[src/rtl/fifo_uart_drain_pkg.sv]
// Shared types and constants for the FIFO-to-UART drain block.
package fifo_uart_drain_pkg;

  localparam int unsigned DATA_W_DEF = 8;
  localparam int unsigned FRAME_BITS = DATA_W_DEF + 2;

  typedef enum logic [2:0] {
    IDLE  = 3'd0,
    READ  = 3'd1,
    WAIT  = 3'd2,
    START = 3'd3,
    DATA  = 3'd4,
    STOP  = 3'd5
  } state_e;

endpackage

[src/rtl/uart_bit_timer.sv]
// Bit-period timer: counts 0..CLKS_PER_BIT-1, wraps on its own, clears on state entry.
module uart_bit_timer
  import fifo_uart_drain_pkg::*;
#(
  parameter int unsigned CLKS_PER_BIT = 4,
  parameter int unsigned CNT_W        = 16
) (
  input  logic clk,
  input  logic rst,
  input  logic clr,
  output logic bit_end_c
);

  localparam logic [CNT_W-1:0] LAST = CNT_W'(CLKS_PER_BIT - 1);

  logic [CNT_W-1:0] cnt;

  always_ff @(posedge clk) begin
    if (rst || clr || bit_end_c) begin
      cnt <= '0;
    end else begin
      cnt <= cnt + CNT_W'(1);
    end
  end

  assign bit_end_c = (cnt == LAST);

endmodule

[src/rtl/fifo_uart_drain.sv]
// Drains an 8-bit synchronous FIFO one byte at a time and sends each byte as an 8N1 frame.
module fifo_uart_drain
  import fifo_uart_drain_pkg::*;
#(
  parameter int unsigned DATA_W       = DATA_W_DEF,
  parameter int unsigned CLKS_PER_BIT = 4,
  parameter int unsigned CNT_W        = 16
) (
  input  logic              clk,
  input  logic              rst,
  input  logic              en,
  input  logic              fifo_empty,
  input  logic [DATA_W-1:0] fifo_data,
  output logic              fifo_re,
  output logic              tx,
  output logic              busy,
  output logic              frame_done
);

  localparam int unsigned     IDX_W    = (DATA_W > 1) ? $clog2(DATA_W) : 1;
  localparam logic [IDX_W-1:0] LAST_IDX = IDX_W'(DATA_W - 1);

  state_e            state, state_d;
  logic [DATA_W-1:0] shift, shift_d;
  logic [IDX_W-1:0]  idx, idx_d;
  logic              fifo_re_d, tx_d, busy_d, frame_done_d;
  logic              bit_end_c, timer_clr_c;

  uart_bit_timer #(
    .CLKS_PER_BIT (CLKS_PER_BIT),
    .CNT_W        (CNT_W)
  ) u_timer (
    .clk       (clk),
    .rst       (rst),
    .clr       (timer_clr_c),
    .bit_end_c (bit_end_c)
  );

  always_ff @(posedge clk) begin
    if (rst) begin
      state      <= IDLE;
      shift      <= '0;
      idx        <= '0;
      fifo_re    <= 1'b0;
      tx         <= 1'b1;
      busy       <= 1'b0;
      frame_done <= 1'b0;
    end else begin
      state      <= state_d;
      shift      <= shift_d;
      idx        <= idx_d;
      fifo_re    <= fifo_re_d;
      tx         <= tx_d;
      busy       <= busy_d;
      frame_done <= frame_done_d;
    end
  end

  // Outputs are derived from the next state so the registered copies line up with state.
  always_comb begin
    state_d      = state;
    shift_d      = shift;
    idx_d        = idx;
    timer_clr_c  = 1'b0;
    fifo_re_d    = 1'b0;
    tx_d         = 1'b1;
    busy_d       = 1'b0;
    frame_done_d = 1'b0;

    unique case (state)
      IDLE: begin
        if (en && !fifo_empty) begin
          state_d = READ;
        end
      end
      READ: begin
        state_d = WAIT;
      end
      WAIT: begin
        shift_d = fifo_data;
        state_d = START;
      end
      START: begin
        if (bit_end_c) begin
          idx_d   = '0;
          state_d = DATA;
        end
      end
      DATA: begin
        if (bit_end_c) begin
          shift_d = shift >> 1;
          idx_d   = idx + IDX_W'(1);
          if (idx == LAST_IDX) begin
            state_d = STOP;
          end
        end
      end
      STOP: begin
        if (bit_end_c) begin
          state_d = IDLE;
        end
      end
      default: begin
        state_d = IDLE;
      end
    endcase

    timer_clr_c  = (state_d != state);
    fifo_re_d    = (state_d == READ);
    busy_d       = (state_d != IDLE);
    frame_done_d = (state == STOP) && (state_d == IDLE);
    if (state_d == START) begin
      tx_d = 1'b0;
    end else if (state_d == DATA) begin
      tx_d = shift_d[0];
    end
  end

endmodule

[config.mk]
export PLATFORM = sky130hd
export DESIGN_NAME = fifo_uart_drain
export DESIGN_NICKNAME = d
export VERILOG_FILES = /design/src/rtl/fifo_uart_drain_pkg.sv /design/src/rtl/uart_bit_timer.sv /design/src/rtl/fifo_uart_drain.sv
export SDC_FILE = /design/constraint.sdc
export NUM_CORES = 1
export LEC_CHECK = 0
export CORE_MARGIN = 2
export CORE_UTILIZATION = 55
export DETAILED_ROUTE_END_ITERATION = 8
export PLACE_DENSITY = 0.74
export SYNTH_ARGS = -nofsm -noshare
export SYNTH_HDL_FRONTEND = slang
export SYNTH_SLANG_ARGS = --single-unit
export TNS_END_PERCENT = 1
[constraint.sdc]
create_clock -name clk -period 2.5 [get_ports clk]
set_clock_uncertainty 0.1 [all_clocks]
set_input_delay 0.75 -clock clk [delete_from_list [all_inputs] [get_ports clk]]
set_output_delay 0.75 -clock clk [all_outputs]
set_load 0.05 [all_outputs]
==> impl_metrics.yaml, run 1 <==
clock_tree:
  cts_resized: 0
  hold_buffers: 0
  ctsHtreeMaxLevel: 2
  clkLatencyLatePin_ns: 0.34
  cts_root_buffer: "clkbuf_4"
  cts_tree: "done"
  cts_setup_buffers: 0
  cts_made_buffers: 5
  cts_sinks: 34
  cts.clk_slew.worst_paths_ns: 0.10
  clockBufferDepth: 2
placement:
  io_buffers: 15
  dp_hpwl_um: 2220
  gp_congestion: 0.7522
die:
  fp.dieW_um: 58.11
  die_h_um: 58.11
  core_area_um2: 2758
  rows: 19
  start_util: 0.5839
  die_area_um2: 3377
  io_pins: 16
sta:
  final.setup.tns_ns: 0
  rsz0062_at_grt: "false"
  hold_viol: 0
  setup_viol: 0
  period_needed_ns: 2.297
  finalCritPeriodShare: 0.9186
  max_freq_mhz: 435.4
  tightestPinTransition_ns: 0.4989
  slew_headroom: 0.6663
  maxSlewViolCount: 0
global_routing:
  grt_usage: 0.2162
  grt_pass1_vias: 1312
  grt_pass1_wl_um: 5554
  grt_max_degree: 18
  antenna_found_initial: 0
  gr-total-overflow: 0
worst_setup_path:
  crit_buf_inv: 1
  worstSetupEndpointType: "output port"
  crit_arrival_ns: 1.45
  cp_slowest_stage_delay_ns: 0.79
  worstPathRequired_ns: 1.65
  startpoint_type: "flop"
  crit_type: "reg -> out"
  critical-path-top-delay-family: "buffers and inverters"
  cp_max_fo: 1
  path_cells: "clkdlybuf4s50_1"
  critical_path.slowest_cell: "clkdlybuf4s50_1"
power_and_ir_drop:
  ir_drop_mv: 0.4832
  cellLeakagePower_nw: 0.6058
  power.total_mw: 0.9849
  powerDensity_nw_per_um2: 543.6
synthesis:
  synth_top_area_share: 0.4227
  yosys-top-cells-count: "dfxtp_1, nor2_1, nand2_1, a21oi_1, xnor2_1"
  ys_ff_latch: 34
  synth_mux_area_frac: 0.006216
  avgSynthCellArea_um2: 8.704
  yosysMostFrequentCell: "dfxtp_1"
  synth_area_um2: 1610
  synth_flop_cell: "dfxtp_1"
  synth-async-reset-ratio: 0
  synth-seq-area-share: 0.4227
  synth_top_area_cell: "dfxtp_1"
  synthAdderAreaFrac: 0.02331
  ys_warn_count: 0
  synthXorXnorAreaFrac: 0.07615
  synth_edf_count: 0
  syn_inst: 185
  synth_top_family_by_area: "simple AND/OR/NAND/NOR gates"
  synth.net_count: 200
  synthTopCellsByArea: "dfxtp_1, nor2_1, xnor2_1"
  synth-simple-area-share: 0.2898
  synth_compound_area_frac: 0.1197
  ys_types: 39
route:
  drt_first_pass_iters: 5
  drt-initial-drc-count: 57
  viasPerCell: 5.712
  wl_um: 3058
  wl_per_cell_um: 13.12
  vias: 1331
  drc: 0
  ant_nets: 0
run_status:
  status: "complete, no violations"
final_layout:
  fin_nets: 216
  area_delta_synth_final_pct: 12.51
  nFillCells: 244
  diodes: 0
  drive_gt1_frac: 0.08416
worst_hold_path:
  hold_path.class: "reg -> reg"
flow_run:
  maxCapViolCount: 0
[layout make-up]
type | instances | area (um2) | area share
Inverter | 8 | 30.03 | 0.01657
Clock buffer | 7 | 55.05 | 0.03039
Clock inverter | 1 | 5.005 | 0.002762
Multi-Input combinational cell | 134 | 829.5 | 0.4579
Tap cell | 31 | 38.79 | 0.02141
Timing Repair Buffer | 18 | 172.7 | 0.09530
Sequential cell | 34 | 680.7 | 0.3757
[worst register-to-register path, stage by stage, from the launching register on]
cell	delay (ns)
dfxtp_1	0.42
ha_1	0.28
nor4b_2	0.29
and4_4	0.34
mux2i_1	0.23
a21boi_0	0.16
a2111oi_2	0.29
[final timing paths]
check	from	endpoint	slack, ns	depth (start not counted)
worst min register to register	shift[5]$_SDFFE_PP0P_	shift[5]$_SDFFE_PP0P_	0.36	2
worst max-delay path	fifo_re$_SDFF_PP0_	fifo_re	0.20	1
worst min-delay path	shift[5]$_SDFFE_PP0P_	shift[5]$_SDFFE_PP0P_	0.36	2
worst max register to register	u_timer.cnt[0]$_SDFF_PP0_	fifo_re$_SDFF_PP0_	0.30	6
[metrics by stage]
step	setup WS, ns	instance area, um2	hold WS, ns	std cells	util
CTS	0.1883	1812	0.3652	233	0.6570
global placement	0.2332	1752	0.3424	225	0.6352
detailed placement	0.1471	1752	0.3504	225	0.6352
finish	0.2034	1812	0.3647	233	0.6570
global route	0.1369	1812	0.3925	233	0.6570
floorplan	0.5218	1610	0.3349	185	-
[layout by cell type (no fill, tap or decap), drive strengths merged, types with 2 or more instances in the layout]
cell type	n
nor3	8
xnor2	11
nor4	5
ha	3
a22oi	6
o21ai	4
buf	3
xor2	3
a2111oi	2
nor3b	2
nor4b	3
a32oi	3
nand4	2
and3	3
inv	8
clkbuf	7
nand3	8
or3	3
nor2	28
clkdlybuf4s50	15
nand2	15
a21oi	11
dfxtp	34
and4	3
nand2b	4
[flip-flops by register name, indices dropped and copies added, names as in the netlist]
register	cells
idx	3
shift	8
frame_done	1
busy	1
tx	1
state	3
u_timer.cnt	16
fifo_re	1
[per-layer routing]
metal	vias up	wire (um)	GRT usage
met4	0	38	0.08638
met2	26	1533	0.3523
li1	678	-	-
met1	622	1363	0.2577
met5	-	0	0
met3	5	123	0.08036
[logic make-up after synthesis]
group / count (synthesis)
flops: 34
mux: 1
fa+ha+maj: 3
buf+inv: 17
xor+xnor: 14
compound gates: 29
simple gates: 87
[power by group]
| group | switching [mW] | leakage, nW | internal (mW) |
|---|---|---|---|
| Combinational | 0.0559 | 0.295 | 0.0456 |
| Clock | 0.175 | 0.0353 | 0.136 |
| Sequential | 0.0144 | 0.276 | 0.558 |
(Power assumes the default switching activity.)
==> inputs of run 2 (changes only) <==
--- a/config.mk
+++ b/config.mk
@@ -8,7 +8,9 @@
 export CORE_MARGIN = 2
 export CORE_UTILIZATION = 55
 export DETAILED_ROUTE_END_ITERATION = 8
+export MAX_ROUTING_LAYER = met4
 export PLACE_DENSITY = 0.74
+export RECOVER_POWER = 100
 export SYNTH_ARGS = -nofsm -noshare
 export SYNTH_HDL_FRONTEND = slang
 export SYNTH_SLANG_ARGS = --single-unit
==> run 2 against run 1 <==
  * Final cell count stayed put
  * Routed wire length grew 0.43%
  * Register-to-register slack hardly changed
  * Combinational power barely moved
  * Sequential cell count did not move
  * Fmax decreased by 2.6%
  * Highest routed layer unchanged
==> impl_metrics.yaml, run 2 (same netlist as run 1, synthesis figures left out) <==
clock_tree:
  cts_resized: 0
  cts_tree: "done"
  cts_sinks: 34
  cts.clk_slew.worst_paths_ns: 0.10
  clockBufferDepth: 2
  cts_made_buffers: 5
  hold_buffers: 0
  cts_setup_buffers: 0
  ctsHtreeMaxLevel: 2
  cts_root_buffer: "clkbuf_4"
  clkLatencyLatePin_ns: 0.34
sta:
  period_needed_ns: 2.358
  rsz0062_at_grt: "false"
  max_freq_mhz: 424.0
  setup_viol: 0
  layout_setup_ws_ns: 0.1415
  final.setup.tns_ns: 0
  tightestPinTransition_ns: 0.5057
  hold_ws_ns: 0.3633
  slew_headroom: 0.6618
  hold_viol: 0
  finalCritPeriodShare: 0.9434
  maxSlewViolCount: 0
final_layout:
  multi_input_area_um2: 827.0
  final_cell_area_um2: 1809
  fin_nets: 216
  layout_commonest_cell: "dfxtp_1"
  nFillCells: 244
  seqCellArea_um2: 680.7
  mostFrequentLayoutCells: "dfxtp_1, nor2_1, nand2_1"
  largest_register: "u_timer.cnt"
  drive_gt1_frac: 0.07921
  diodes: 0
  area_delta_synth_final_pct: 12.35
  largest_reg_flops: 16
  top_regs: "u_timer.cnt x16, shift x8"
worst_setup_path:
  crit_buf_inv: 1
  worstPathRequired_ns: 1.65
  critical-path-top-delay-family: "buffers and inverters"
  crit_arrival_ns: 1.51
  critical_path.slowest_cell: "dlygate4sd3_1"
  cp_max_fo: 1
  reg2reg_depth: 6
  cp_slowest_stage_delay_ns: 0.87
  reg2reg_slack_ns: 0.30
  crit_type: "reg -> out"
  rr_endpoint: "fifo_re$_SDFF_PP0_"
  path_cells: "dlygate4sd3_1"
  r2r-start: "u_timer.cnt[0]$_SDFF_PP0_"
  startpoint_type: "flop"
  worstSetupEndpointType: "output port"
worst_hold_path:
  hp-start: "shift[5]$_SDFFE_PP0P_"
  min_path_cells: 2
  min_to: "shift[5]$_SDFFE_PP0P_"
  hold_path.class: "reg -> reg"
die:
  io_pins: 16
  die_h_um: 58.11
  fp.dieW_um: 58.11
  die_area_um2: 3377
  rows: 19
  start_util: 0.5839
  core_area_um2: 2758
flow_run:
  maxCapViolCount: 0
global_routing:
  grt_pass1_wl_um: 5547
  antenna_found_initial: 0
  grt_max_degree: 18
  grt_usage: 0.2204
  gr-total-overflow: 0
  grt_pass1_vias: 1312
route:
  drt-initial-drc-count: 62
  ant_nets: 0
  wl_um: 3071
  drt_first_pass_iters: 4
  viasPerCell: 5.734
  wl_per_cell_um: 13.18
  vias: 1336
  drc: 0
placement:
  place_area_um2: 1752
  dp_hpwl_um: 2220
  dp_slack_ns: 0.1471
  gp_congestion: 0.7619
  io_buffers: 15
power_and_ir_drop:
  power.total_mw: 0.9816
  ir_drop_mv: 0.4827
  powerDensity_nw_per_um2: 542.6
  cellLeakagePower_nw: 0.6093
run_status:
  status: "complete, no violations"
[run 2: cell types whose count changed in the layout (fill, tap and decap cells not counted)]
| cell | before | now |
|---|---|---|
| and2_0 | 0 | 1 |
| clkdlybuf4s50_1 | 15 | 11 |
| dlygate4sd3_1 | 0 | 4 |
| and2_4 | 1 | 0 |
[run 2: routing by layer]
metal  track usage  wire length, um  up-vias  part of all wire
met5             -                0        -                 0
met4       0.08638               53        0             0.017
met3       0.06696              145        8             0.047
met2        0.3506             1511       30              0.49
met1        0.2604             1359      621              0.44
li1              -                -      677                 -
[run 2: layout make-up]
cell class                      count  area share
Inverter                            8     0.01660
Clock inverter                      1    0.002766
Timing Repair Buffer               18     0.09544
Clock buffer                        7     0.03043
Sequential cell                    34      0.3762
Tap cell                           31     0.02144
Multi-Input combinational cell    134      0.4571
[run 2: worst max path at each step]
stage / start / endpoint / slack (ns) / cells after the start
final: fifo_re$_SDFF_PP0_ / fifo_re / 0.14 / 1
after global routing: busy$_SDFF_PP0_ / busy / 0.08 / 1
after CTS: busy$_SDFF_PP0_ / busy / 0.19 / 1
after detailed placement: fifo_empty / u_timer.cnt[9]$_SDFF_PP0_ / 0.15 / 6
after global placement: fifo_empty / u_timer.cnt[4]$_SDFF_PP0_ / 0.23 / 6
after floorplan: u_timer.cnt[0]$_SDFF_PP0_ / fifo_re$_SDFF_PP0_ / 0.52 / 7
[run 2: through the flow]
stage | std cells | utilization
CTS | 233 | 0.6570
detailed placement | 225 | 0.6352
global route | 233 | 0.6561
finish | 233 | 0.6561
floorplan | 185 | -
global placement | 225 | 0.6352
[run 2: where the power goes]
part	switching (mW)	internal, mW	total, mW
Clock	0.173	0.136	0.310
Sequential	0.0143	0.558	0.572
Combinational	0.0558	0.0443	0.100
Total	0.244	0.738	0.982
==> inputs of run 3 (changes only) <==
--- a/config.mk
+++ b/config.mk
@@ -6,10 +6,10 @@
 export NUM_CORES = 1
 export LEC_CHECK = 0
 export CORE_MARGIN = 2
-export CORE_UTILIZATION = 55
+export CORE_UTILIZATION = 30
 export DETAILED_ROUTE_END_ITERATION = 8
 export MAX_ROUTING_LAYER = met4
-export PLACE_DENSITY = 0.74
+export PLACE_DENSITY = 0.44
 export RECOVER_POWER = 100
 export SYNTH_ARGS = -nofsm -noshare
 export SYNTH_HDL_FRONTEND = slang
==> run 3 against run 2 <==
  * Highest routed layer unchanged
  * Sequential cell count unchanged
  * Total power up 19%
  * Routed wire length up 11%
  * Fmax up 2.1%
  * Critical path depth unchanged
==> impl_metrics.yaml, run 3 (same netlist as run 1, synthesis figures left out) <==
die:
  io_pins: 16
  core_area_um2: 5140
  start_util: 0.3133
  die_h_um: 77.27
  rows: 26
  fp.dieW_um: 77.27
  die_area_um2: 5970
route:
  vias: 1309
  wl_um: 3407
  drt-initial-drc-count: 87
  viasPerCell: 4.777
  drc: 0
  wl_per_cell_um: 12.43
  drt_first_pass_iters: 4
  ant_nets: 0
final_layout:
  fin_nets: 218
  largest_register: "u_timer.cnt"
  top_regs: "u_timer.cnt x16, shift x8"
  largest_reg_flops: 16
  final_cell_area_um2: 1913
  layout_commonest_cell: "dfxtp_1"
  diodes: 0
  mostFrequentLayoutCells: "dfxtp_1, nor2_1, nand2_1"
  area_delta_synth_final_pct: 18.80
  drive_gt1_frac: 0.07843
clock_tree:
  cts.clk_slew.worst_paths_ns: 0.07
  ctsHtreeMaxLevel: 2
  clockBufferDepth: 2
  cts_made_buffers: 5
  hold_buffers: 0
  cts_sinks: 34
  cts_root_buffer: "clkbuf_8"
  cts_setup_buffers: 0
  clkLatencyLatePin_ns: 0.29
  cts_resized: 0
  cts_tree: "done"
power_and_ir_drop:
  ir_drop_mv: 0.3237
  powerDensity_nw_per_um2: 612.8
  cellLeakagePower_nw: 0.6319
  power.total_mw: 1.172
worst_setup_path:
  path_cells: "dlygate4sd3_1"
  worstPathRequired_ns: 1.65
  crit_type: "reg -> out"
  startpoint_type: "flop"
  critical_path.slowest_cell: "dlygate4sd3_1"
  crit_buf_inv: 1
  crit_arrival_ns: 1.46
  cp_slowest_stage_delay_ns: 0.86
  worstSetupEndpointType: "output port"
  cp_max_fo: 1
  critical-path-top-delay-family: "buffers and inverters"
sta:
  final.setup.tns_ns: 0
  max_freq_mhz: 432.7
  slew_headroom: 0.6626
  period_needed_ns: 2.311
  setup_viol: 0
  finalCritPeriodShare: 0.9244
  tightestPinTransition_ns: 0.5044
  maxSlewViolCount: 0
  rsz0062_at_grt: "false"
  hold_viol: 0
flow_run:
  maxCapViolCount: 0
run_status:
  status: "complete, no violations"
placement:
  place_area_um2: 1815
  io_buffers: 15
  dp_hpwl_um: 2476
  gp_congestion: 0.7482
global_routing:
  antenna_found_initial: 0
  grt_pass1_wl_um: 6009
  gr-total-overflow: 0
  grt_max_degree: 18
  grt_pass1_vias: 1285
  grt_usage: 0.1307
worst_hold_path:
  hold_path.class: "reg -> reg"
-- run 3: cell types whose count changed in the layout (fill, tap and decap cells not counted) --
cell and delta:
clkbuf_4 -5, clkbuf_8 +4, clkbuf_1 +2, bufinv_16 +1, clkbuf_2 +1, clkdlybuf4s50_1 -1
clkinv_2 -1, dlygate4sd3_1 +1
-- run 3: area by class of cell --
cell class | count | area (um2)
clock buffers | 7 | 76.32
clock inverters | 1 | 30.03
fillers | 569 | 3227
inverters | 8 | 30.03
multi-input cells | 134 | 827.0
flip-flops and latches | 34 | 680.7
well taps | 70 | 87.58
repair buffers | 20 | 181.4
-- run 3: worst paths after layout --
| check | start | to | slack [ns] | cells after the start |
|---|---|---|---|---|
| min reg2reg | shift[6]$_SDFFE_PP0P_ | shift[6]$_SDFFE_PP0P_ | 0.35 | 2 |
| min | shift[6]$_SDFFE_PP0P_ | shift[6]$_SDFFE_PP0P_ | 0.35 | 2 |
| max | tx$_SDFF_PP1_ | tx | 0.19 | 1 |
| max reg2reg | u_timer.cnt[1]$_SDFF_PP0_ | fifo_re$_SDFF_PP0_ | 0.38 | 6 |
-- run 3: metrics by stage --
stage          instances  hold WS, ns    util  setup WS (ns)
4_1_cts              274       0.3585  0.3739         0.2376
3_3_place_gp         266       0.3435  0.3532         0.3432
5_1_grt              274       0.3839  0.3722         0.1455
3_5_place_dp         266       0.3494  0.3532         0.3040
2_1_floorplan        185       0.3349       -         0.5218
6_report             274       0.3525  0.3722         0.1890
-- run 3: routing by layer --
metal	share of wire	wire [um]	global-route usage
met5	0	0	-
met4	0.016	53	0.06429
met3	0.026	89	0.03294
met1	0.47	1616	0.1601
met2	0.48	1647	0.2000
-- run 3: where the power goes --
| group | internal, mW | switching [mW] |
|---|---|---|
| combinational | 0.0454 | 0.0583 |
| clock | 0.298 | 0.198 |
| sequential | 0.558 | 0.0148 |
| total | 0.902 | 0.271 |
